### config.mk
export PLATFORM = sky130hd
export DESIGN_NAME = bit_pack_buf
export DESIGN_NICKNAME = d
export VERILOG_FILES = /design/src/rtl/bit_pack_buf.sv
export SDC_FILE = /design/constraint.sdc
export NUM_CORES = 1
export LEC_CHECK = 0
export ABC_CLOCK_PERIOD_IN_PS = 4600
export CAP_MARGIN = 20
export CORE_MARGIN = 8
export CORE_UTILIZATION = 59
export DETAILED_ROUTE_END_ITERATION = 10
export HOLD_SLACK_MARGIN = 0.08
export PLACE_DENSITY = 0.8
export SYNTH_ARGS = -nofsm -noshare
export SYNTH_HDL_FRONTEND = slang
export SYNTH_SLANG_ARGS = --single-unit
### constraint.sdc
create_clock -name clk -period 4.6 [get_ports clk]
set_input_delay 0.92 -clock clk [delete_from_list [all_inputs] [get_ports clk]]
set_output_delay 0.92 -clock clk [all_outputs]
set_load 0.1 [all_outputs]
### src/rtl/bit_pack_buf.sv
// bit_pack_buf: packs NCH-bit channel beats into NCH*BEATS-bit words and queues them in a FWFT FIFO.
module bit_pack_buf #(
  parameter int NCH        = 16,
  parameter int BEATS      = 4,
  parameter int MSB_FIRST  = 1,
  parameter int FIFO_DEPTH = 4
) (
  input  logic                            clk,
  input  logic                            reset,
  input  logic [NCH-1:0]                  in_bits,
  input  logic                            in_valid,
  output logic                            in_ready,
  input  logic                            flush,
  output logic [NCH*BEATS-1:0]            out_word,
  output logic [$clog2(BEATS):0]          out_beats,
  output logic                            out_valid,
  input  logic                            out_ready,
  output logic [$clog2(FIFO_DEPTH):0]     level
);
  localparam int W  = NCH*BEATS;
  localparam int BW = $clog2(BEATS)+1;
  localparam int PW = $clog2(FIFO_DEPTH);
  localparam int LW = PW+1;
  logic [BW-1:0] cnt_q, cnt_d, k;
  logic [W-1:0]  asm_q, asm_d, placed, push_word;
  logic          fp_q, fp_d;
  logic [W-1:0]  mem_q [FIFO_DEPTH];
  logic [BW-1:0] mbeats_q [FIFO_DEPTH];
  logic [PW-1:0] wp_q, rp_q;
  logic [LW-1:0] level_q;
  logic [BW-1:0] push_beats;
  logic [NCH-1:0] field;
  logic full, acc, last, ppush, push, pop;
  assign full     = level_q == LW'(FIFO_DEPTH);
  assign in_ready = !full || (cnt_q < BW'(BEATS-1) && !fp_q);
  assign acc      = in_valid && in_ready;
  assign ppush    = fp_q && !full;
  // a beat arriving alongside a partial-word push starts the next word
  assign k        = ppush ? '0 : cnt_q;
  assign last     = k == BW'(BEATS-1);
  assign push     = ppush || (acc && last);
  assign pop      = out_valid && out_ready;
  assign push_word  = ppush ? asm_q : asm_q | placed;
  assign push_beats = ppush ? cnt_q : BW'(BEATS);
  always_comb begin
    field = '0;
    for (int c = 0; c < NCH; c++) field[c] = (MSB_FIRST != 0) ? in_bits[NCH-1-c] : in_bits[c];
    placed = W'(field) << (NCH*((MSB_FIRST != 0) ? BEATS-1-int'(k) : int'(k)));
  end
  always_comb begin
    cnt_d = cnt_q;
    asm_d = asm_q;
    fp_d  = fp_q;
    if (ppush) begin
      cnt_d = '0;
      asm_d = '0;
      fp_d  = 1'b0;
    end
    if (acc) begin
      cnt_d = last ? '0 : k + 1'b1;
      asm_d = last ? '0 : (ppush ? '0 : asm_q) | placed;
    end
    if (flush && !fp_q && (acc ? !last : cnt_q != '0)) fp_d = 1'b1;
  end
  always_ff @(posedge clk) begin
    if (reset) begin
      cnt_q   <= '0;
      asm_q   <= '0;
      fp_q    <= 1'b0;
      wp_q    <= '0;
      rp_q    <= '0;
      level_q <= '0;
    end else begin
      cnt_q   <= cnt_d;
      asm_q   <= asm_d;
      fp_q    <= fp_d;
      wp_q    <= push ? wp_q + 1'b1 : wp_q;
      rp_q    <= pop ? rp_q + 1'b1 : rp_q;
      level_q <= level_q + LW'(push) - LW'(pop);
    end
  end
  always_ff @(posedge clk) begin
    if (push) begin
      mem_q[wp_q]    <= push_word;
      mbeats_q[wp_q] <= push_beats;
    end
  end
  assign out_valid = level_q != '0;
  assign out_word  = out_valid ? mem_q[rp_q] : '0;
  assign out_beats = out_valid ? mbeats_q[rp_q] : '0;
  assign level     = level_q;
endmodule

==> flow_summary.toml, run 1 <==
[clock_tree]
ctsLongestPathBuffers = 3
cts.sinks = 345
htreeDepth = 2
insertion_delay_ns = 0.51
clkTransAtPathRegs_ns = 0.06
cts_buffers = 35
cts_tree = "yes"
root_buffer = "clkbuf_16"
postCtsSetupRepairBufs = 0
cts_resized = 0
cts_hold_buffers = 0

[grt]
grt_use_met2_pct = 35.2
grt-busiest-layer = "met2"
grt_use_met3_pct = 3.67
grt_antenna_before_repair = 0
grt_max_degree = 75
track_usage_pct = 21.7
met1_usage_pct = 29.3
grt_overflow = 0
first_global_vias = 8675
grt_pass1_wl_mm = 49.2

[synthesis]
syn_inst = 928
synth-main-ff-cell = "edfxtp_1"
syn_avg_cell_area_sq_um = 15.4
ys_async_sr_fraction_pct = 0
synth_top_area_cell = "edfxtp_1"
yosys_register_bits = 345
yosysSeqAreaShare_pct = 67.0
synth.yosys.warnings = 0
synth_fp_nets = 957
synth_edf_count = 268
netlist-cell-type-count = 48
synth_top_area_share_pct = 56.2
yosys-top-cells-area = "edfxtp_1 (56%), dfxtp_1 (11%), mux4_2 (11%), a21o_1 (3.4%), and2_1 (3.3%)"
synth.cell_area_sq_um = 14300

[critical_path]
r2r-start = "level[2]$_SDFF_PP0_"
reg2reg_to = "level[2]$_SDFF_PP0_"
cp_cell_sequence = "a211oi_1 > nand2b_1 > clkdlybuf4s50_1"
max_stage_delay_ns = 1.14
cp_data_required_time_ns = 3.68
reg2reg_slack_ns = 1.27
ff2ff_path_depth = 14
crit_arrival_ns = 2.82
start_kind = "flip-flop"
critical_path_buf_inv_count = 1
worstSetupEndpointType = "primary output"
crit_type = "reg2out"
crit_slowest_cell = "clkdlybuf4s50_1"
crit_fanout = 23
crit_family = "buffers and inverters"

[power]
p_leak_nw = 5.86
peakVddDrop_v = 0.000729
power_density_nw_per_um2 = 674

[timing]
drv_slew = 0
layout_setup_ws_ns = 0.862
finalSetupTns_ns = 0
setup_violations = 0
fmax_ghz = 0.267
fin_crit_sh_pct = 81.3
period_needed_ns = 3.74
slew_headroom_pct = 33.6
skew_ns = 0.0157
rsz0062_at_grt = "false"
hold_ws_ns = 0.493
final_hold_viol_count = 0
tightest_slew_ns = 0.990

[floorplanning]
core.rowCount = 57
die_y_um = 172
ios = 93
die_area_sq_um = 29500
die_w_um = 172
start_util_pct = 59.5
core_area_sq_um = 24000

[detailed_routing]
final_antenna_net_count = 0
initialDrtViolationCount = 1023
via_count = 8613
first_pass_iters = 5
wl_per_cell_um = 23.7
vias_per_cell = 6.42
wl_mm = 31.8
drc = 0

[placed_design]
port-buffer-count = 92
dp.cells = 1279
dp_hpwl_mm = 18.2
dpl_worst_slack_ns = 0.943
gp_congestion = 0.814

[hold_path]
hold_end = "asm_q[18]$_SDFF_PP0_"
hp-start = "asm_q[18]$_SDFF_PP0_"
min_path_cells = 2
hp-class = "reg2reg"

[layout]
most-common-layout-cells = "edfxtp_1 (268), buf_4 (78), dfxtp_1 (75)"
fin_nets = 1021
final_common_cell = "edfxtp_1"
final-seq-area_sq_um = 9590
final_layout_size_suffix_gt1_share_pct = 21.4
instances_no_fill = 1342
multi_input_area_sq_um = 4360
nFillCells = 1598
final_core_util_pct = 68.4
area_growth_syn_to_layout_pct = 14.9
n_antenna_cell = 0

[run]
cap_violations = 0

[status]
status = "finished clean"
==> synth_stat cells, drive strengths merged, types with 2 or more instances <==
cell and instances:
edfxtp 268, dfxtp 77, and2 75, mux4 67, a21o 65, nand3 65, o21ai 65, a211oi 50
clkbuf 44, buf 37, nor2b 20, a311oi 16, nand4 16, inv 9, ha 7, nor2 7
nand2 5, a21boi 4, and3 3, a221oi 2, mux2 2, mux2i 2, nor3b 2, o211a 2
or3 2, xnor2 2, xor2 2
==> per-layer routing <==
layer,vias up,part of all wire [%]
met2,444,49
met5,-,0
met4,0,2.9
met1,4326,40
li1,3768,-
met3,75,7.7
==> worst max path at each step <==
stage                                endpoint  depth (start not counted)                start
after floorplan           level[2]$_SDFF_PP0_                         17  level[2]$_SDFF_PP0_
after global placement    level[2]$_SDFF_PP0_                         11             in_valid
after detailed placement  level[2]$_SDFF_PP0_                         11             in_valid
after CTS                            in_ready                          3  cnt_q[2]$_SDFF_PP0_
after global routing                 in_ready                          3  cnt_q[2]$_SDFF_PP0_
final                                in_ready                          3  cnt_q[2]$_SDFF_PP0_
==> kinds of logic after synthesis <==
kind of cell	after synthesis	share of synthesized area (%)
flops	345	67.0
compound gates	210	10.3
simple gates	200	8.06
buf+inv	90	2.75
mux	71	10.9
fa+ha+maj	8	0.752
xor+xnor	4	0.245
==> metrics by stage <==
step	cell area (sq um)	total power, mW
detailed placement	15300	8.45
finish	16400	11.1
CTS	16400	11.2
global route	16400	11.4
floorplan	14300	7.50
global placement	15300	8.42
==> where the power goes <==
part | switching (mW) | internal (mW)
Clock | 1.11 | 1.62
Combinational | 3.47 | 1.16
Sequential | 0.150 | 3.57
==> tightest hold or removal path, stage by stage (launching register included) <==
cell	delay (ns)
dfxtp_1	0.31
o21ai_0	0.06
a211oi_1	0.07
==> area by class of cell <==
cell class / instances / share of cell area (%)
flip-flops and latches: 345 / 58.4
multi-input cells: 493 / 26.5
clock buffers: 48 / 6.01
repair buffers: 108 / 5.72
well taps: 324 / 2.47
clock inverters: 15 / 0.738
inverters: 9 / 0.205
==> flip-flops by register name (all words and copies together) (netlist names), named ones only <==
| signal | count |
|---|---|
| wp_q | 2 |
| level | 3 |
| cnt_q | 3 |
| mbeats_q | 12 |
| mem_q | 256 |
| fp_q | 1 |
| asm_q | 64 |
| rp_q | 2 |
No activity file was read; power rests on OpenSTA's default activity.
==> run 2: changes to the inputs <==
Settings changed: ABC_CLOCK_PERIOD_IN_PS 4600 to 3500.
Clock period 4.6 ns to 3.5 ns, I/O delays scaled along.
==> run 2 against run 1 <==
Design area grew 0.88%. Worst setup slack lost 0.35 ns. Sequential share of layout area shrank 0.46 points. Non-clock buffer count grew 7. Routed wire length grew 3.5%. Global-route usage grew 0.86 points.
==> flow_summary.toml, run 2 (synthesis results as in run 1) <==
[floorplanning]
core_area_sq_um = 24000
die_y_um = 172
die_w_um = 172
core.rowCount = 57
die_area_sq_um = 29500
ios = 93
start_util_pct = 59.5

[detailed_routing]
wl_met2_mm = 16.1
routed.top_layer = "met5"
via_count = 8610
first_pass_iters = 5
initialDrtViolationCount = 1025
dr_wl_met3_mm = 2.56
drc = 0
wl_per_cell_um = 24.4
final_antenna_net_count = 0
wl_mm = 33.0
vias_per_cell = 6.38
wirelength_met1_mm = 13.2

[clock_tree]
postCtsSetupRepairBufs = 0
htreeDepth = 2
ctsLongestPathBuffers = 3
insertion_delay_ns = 0.51
cts_buffers = 35
cts_tree = "yes"
root_buffer = "clkbuf_16"
cts.sinks = 345
clkTransAtPathRegs_ns = 0.06
cts_resized = 0
cts_hold_buffers = 0

[critical_path]
ff2ff_path_depth = 14
critical_path_buf_inv_count = 2
crit_start = "level[2]$_SDFF_PP0_"
cp.depth = 4
crit_fanout = 44
max_stage_delay_ns = 0.71
crit_slowest_cell = "or3_2"
start_kind = "flip-flop"
crit_arrival_ns = 2.29
worstSetupEndpointType = "primary output"
crit_type = "reg2out"
cp_data_required_time_ns = 2.80
r2r-start = "level[1]$_SDFF_PP0_"
crit_family = "simple AND/OR/NAND/NOR gates"
cp_cell_sequence = "or3_2 > buf_12 > and2_1 > buf_4"

[timing]
fmax_ghz = 0.335
tightest_slew_ns = 0.983
final_hold_viol_count = 0
period_needed_ns = 2.99
setup_violations = 0
fin_crit_sh_pct = 85.3
rsz0062_at_grt = "false"
slew_headroom_pct = 34.4
drv_slew = 0
skew_ns = 0.0165
finalSetupTns_ns = 0

[layout]
final_area_sq_um = 16600
fin_nets = 1028
largestRegisters = "mem_q: 256 flops, asm_q: 64 flops, mbeats_q: 12 flops"
most-common-layout-cells = "edfxtp_1 (268), buf_4 (86), dfxtp_1 (72)"
nFillCells = 1556
final_core_util_pct = 69.0
final_layout_size_suffix_gt1_share_pct = 22.9
final-seq-area_sq_um = 9600
multi_input_area_sq_um = 4370
area_growth_syn_to_layout_pct = 15.9
largest_reg_flops = 256
top_register = "mem_q"
n_antenna_cell = 0
final_common_cell = "edfxtp_1"

[power]
switching_power_mw = 6.30
power.internal_mw = 8.56
p_leak_nw = 5.93
p_clk_share_pct = 25.4
power_density_nw_per_um2 = 896
sw_frac_of_total_pct = 42.4
seqPwrFrac_pct = 32.4
power_frac_comb_pct = 42.2
peakVddDrop_v = 0.000905

[grt]
first_global_vias = 8769
grt_pass1_wl_mm = 50.6
track_usage_pct = 22.5
grt_antenna_before_repair = 1
grt_max_degree = 72
grt_overflow = 0

[run]
cap_violations = 0

[placed_design]
gp_congestion = 0.826
port-buffer-count = 92
dp_hpwl_mm = 18.9
dpl_cell_area_sq_um = 15400

[hold_path]
hp-start = "asm_q[14]$_SDFF_PP0_"
hp-class = "reg2reg"
min_path_cells = 2

[status]
status = "finished clean"
[run 2: changes by cell type in the layout (fill, tap and decap cells not counted), moves of 3 or more]
cell | previous run | this run
clkinv_1 | 6 | 3
dfxtp_1 | 75 | 72
buf_4 | 78 | 86
clkdlybuf4s50_1 | 23 | 20
clkbuf_1 | 9 | 12
[run 2: final timing paths]
check                         endpoint  slack (ns)
setup / recovery          out_word[42]        0.51
hold / removal    asm_q[14]$_SDFF_PP0_        0.49
setup reg to reg   level[2]$_SDFF_PP0_        0.61
hold reg to reg   asm_q[14]$_SDFF_PP0_        0.49
[run 2: power groups by stage]
stage,logic (mW),clock network (mW),registers (mW)
2_1_floorplan,4.95,0,4.94
5_1_grt,6.52,3.98,4.83
4_1_cts,6.29,3.82,4.81
3_3_place_gp,6.23,0,4.88
3_5_place_dp,6.27,0,4.90
6_report,6.27,3.78,4.81
[run 2: per-layer routing]
metal / track usage (%) / up-vias
met1: 29.5 / 4343
met3: 4.09 / 83
li1: - / 3771
met2: 37.2 / 411
met5: 0 / -
met4: 8.88 / 2
[run 2: worst reg2reg max path: cells and delay by family (launching register included)]
| family | cells | cell delay (ns) |
|---|---|---|
| simple gates | 5 | 0.79 |
| buf+inv | 2 | 0.10 |
| xor+xnor | 2 | 0.32 |
| compound gates | 1 | 0.19 |
| fa+ha+maj | 4 | 1.00 |
| flops | 1 | 0.39 |
[run 2: final cells by class]
cell class                 instances  share of cell area (%)
clock buffer                      51                    6.02
clock inverter                    12                   0.958
inverter                           9                   0.204
multi-input combinational        493                    26.4
sequential                       345                    57.9
tap                              324                    2.44
timing repair buffer             115                    6.10
[run 2: per-stage QoR]
step / setup slack, ns / hold WS (ns) / total power, mW / cells
floorplan: 0.000697 / 0.463 / 9.89 / 928
global placement: 0.492 / 0.475 / 11.1 / 1285
detailed placement: 0.430 / 0.477 / 11.2 / 1285
CTS: 0.348 / 0.490 / 14.9 / 1348
global route: 0.363 / 0.505 / 15.3 / 1349
finish: 0.515 / 0.490 / 14.9 / 1349
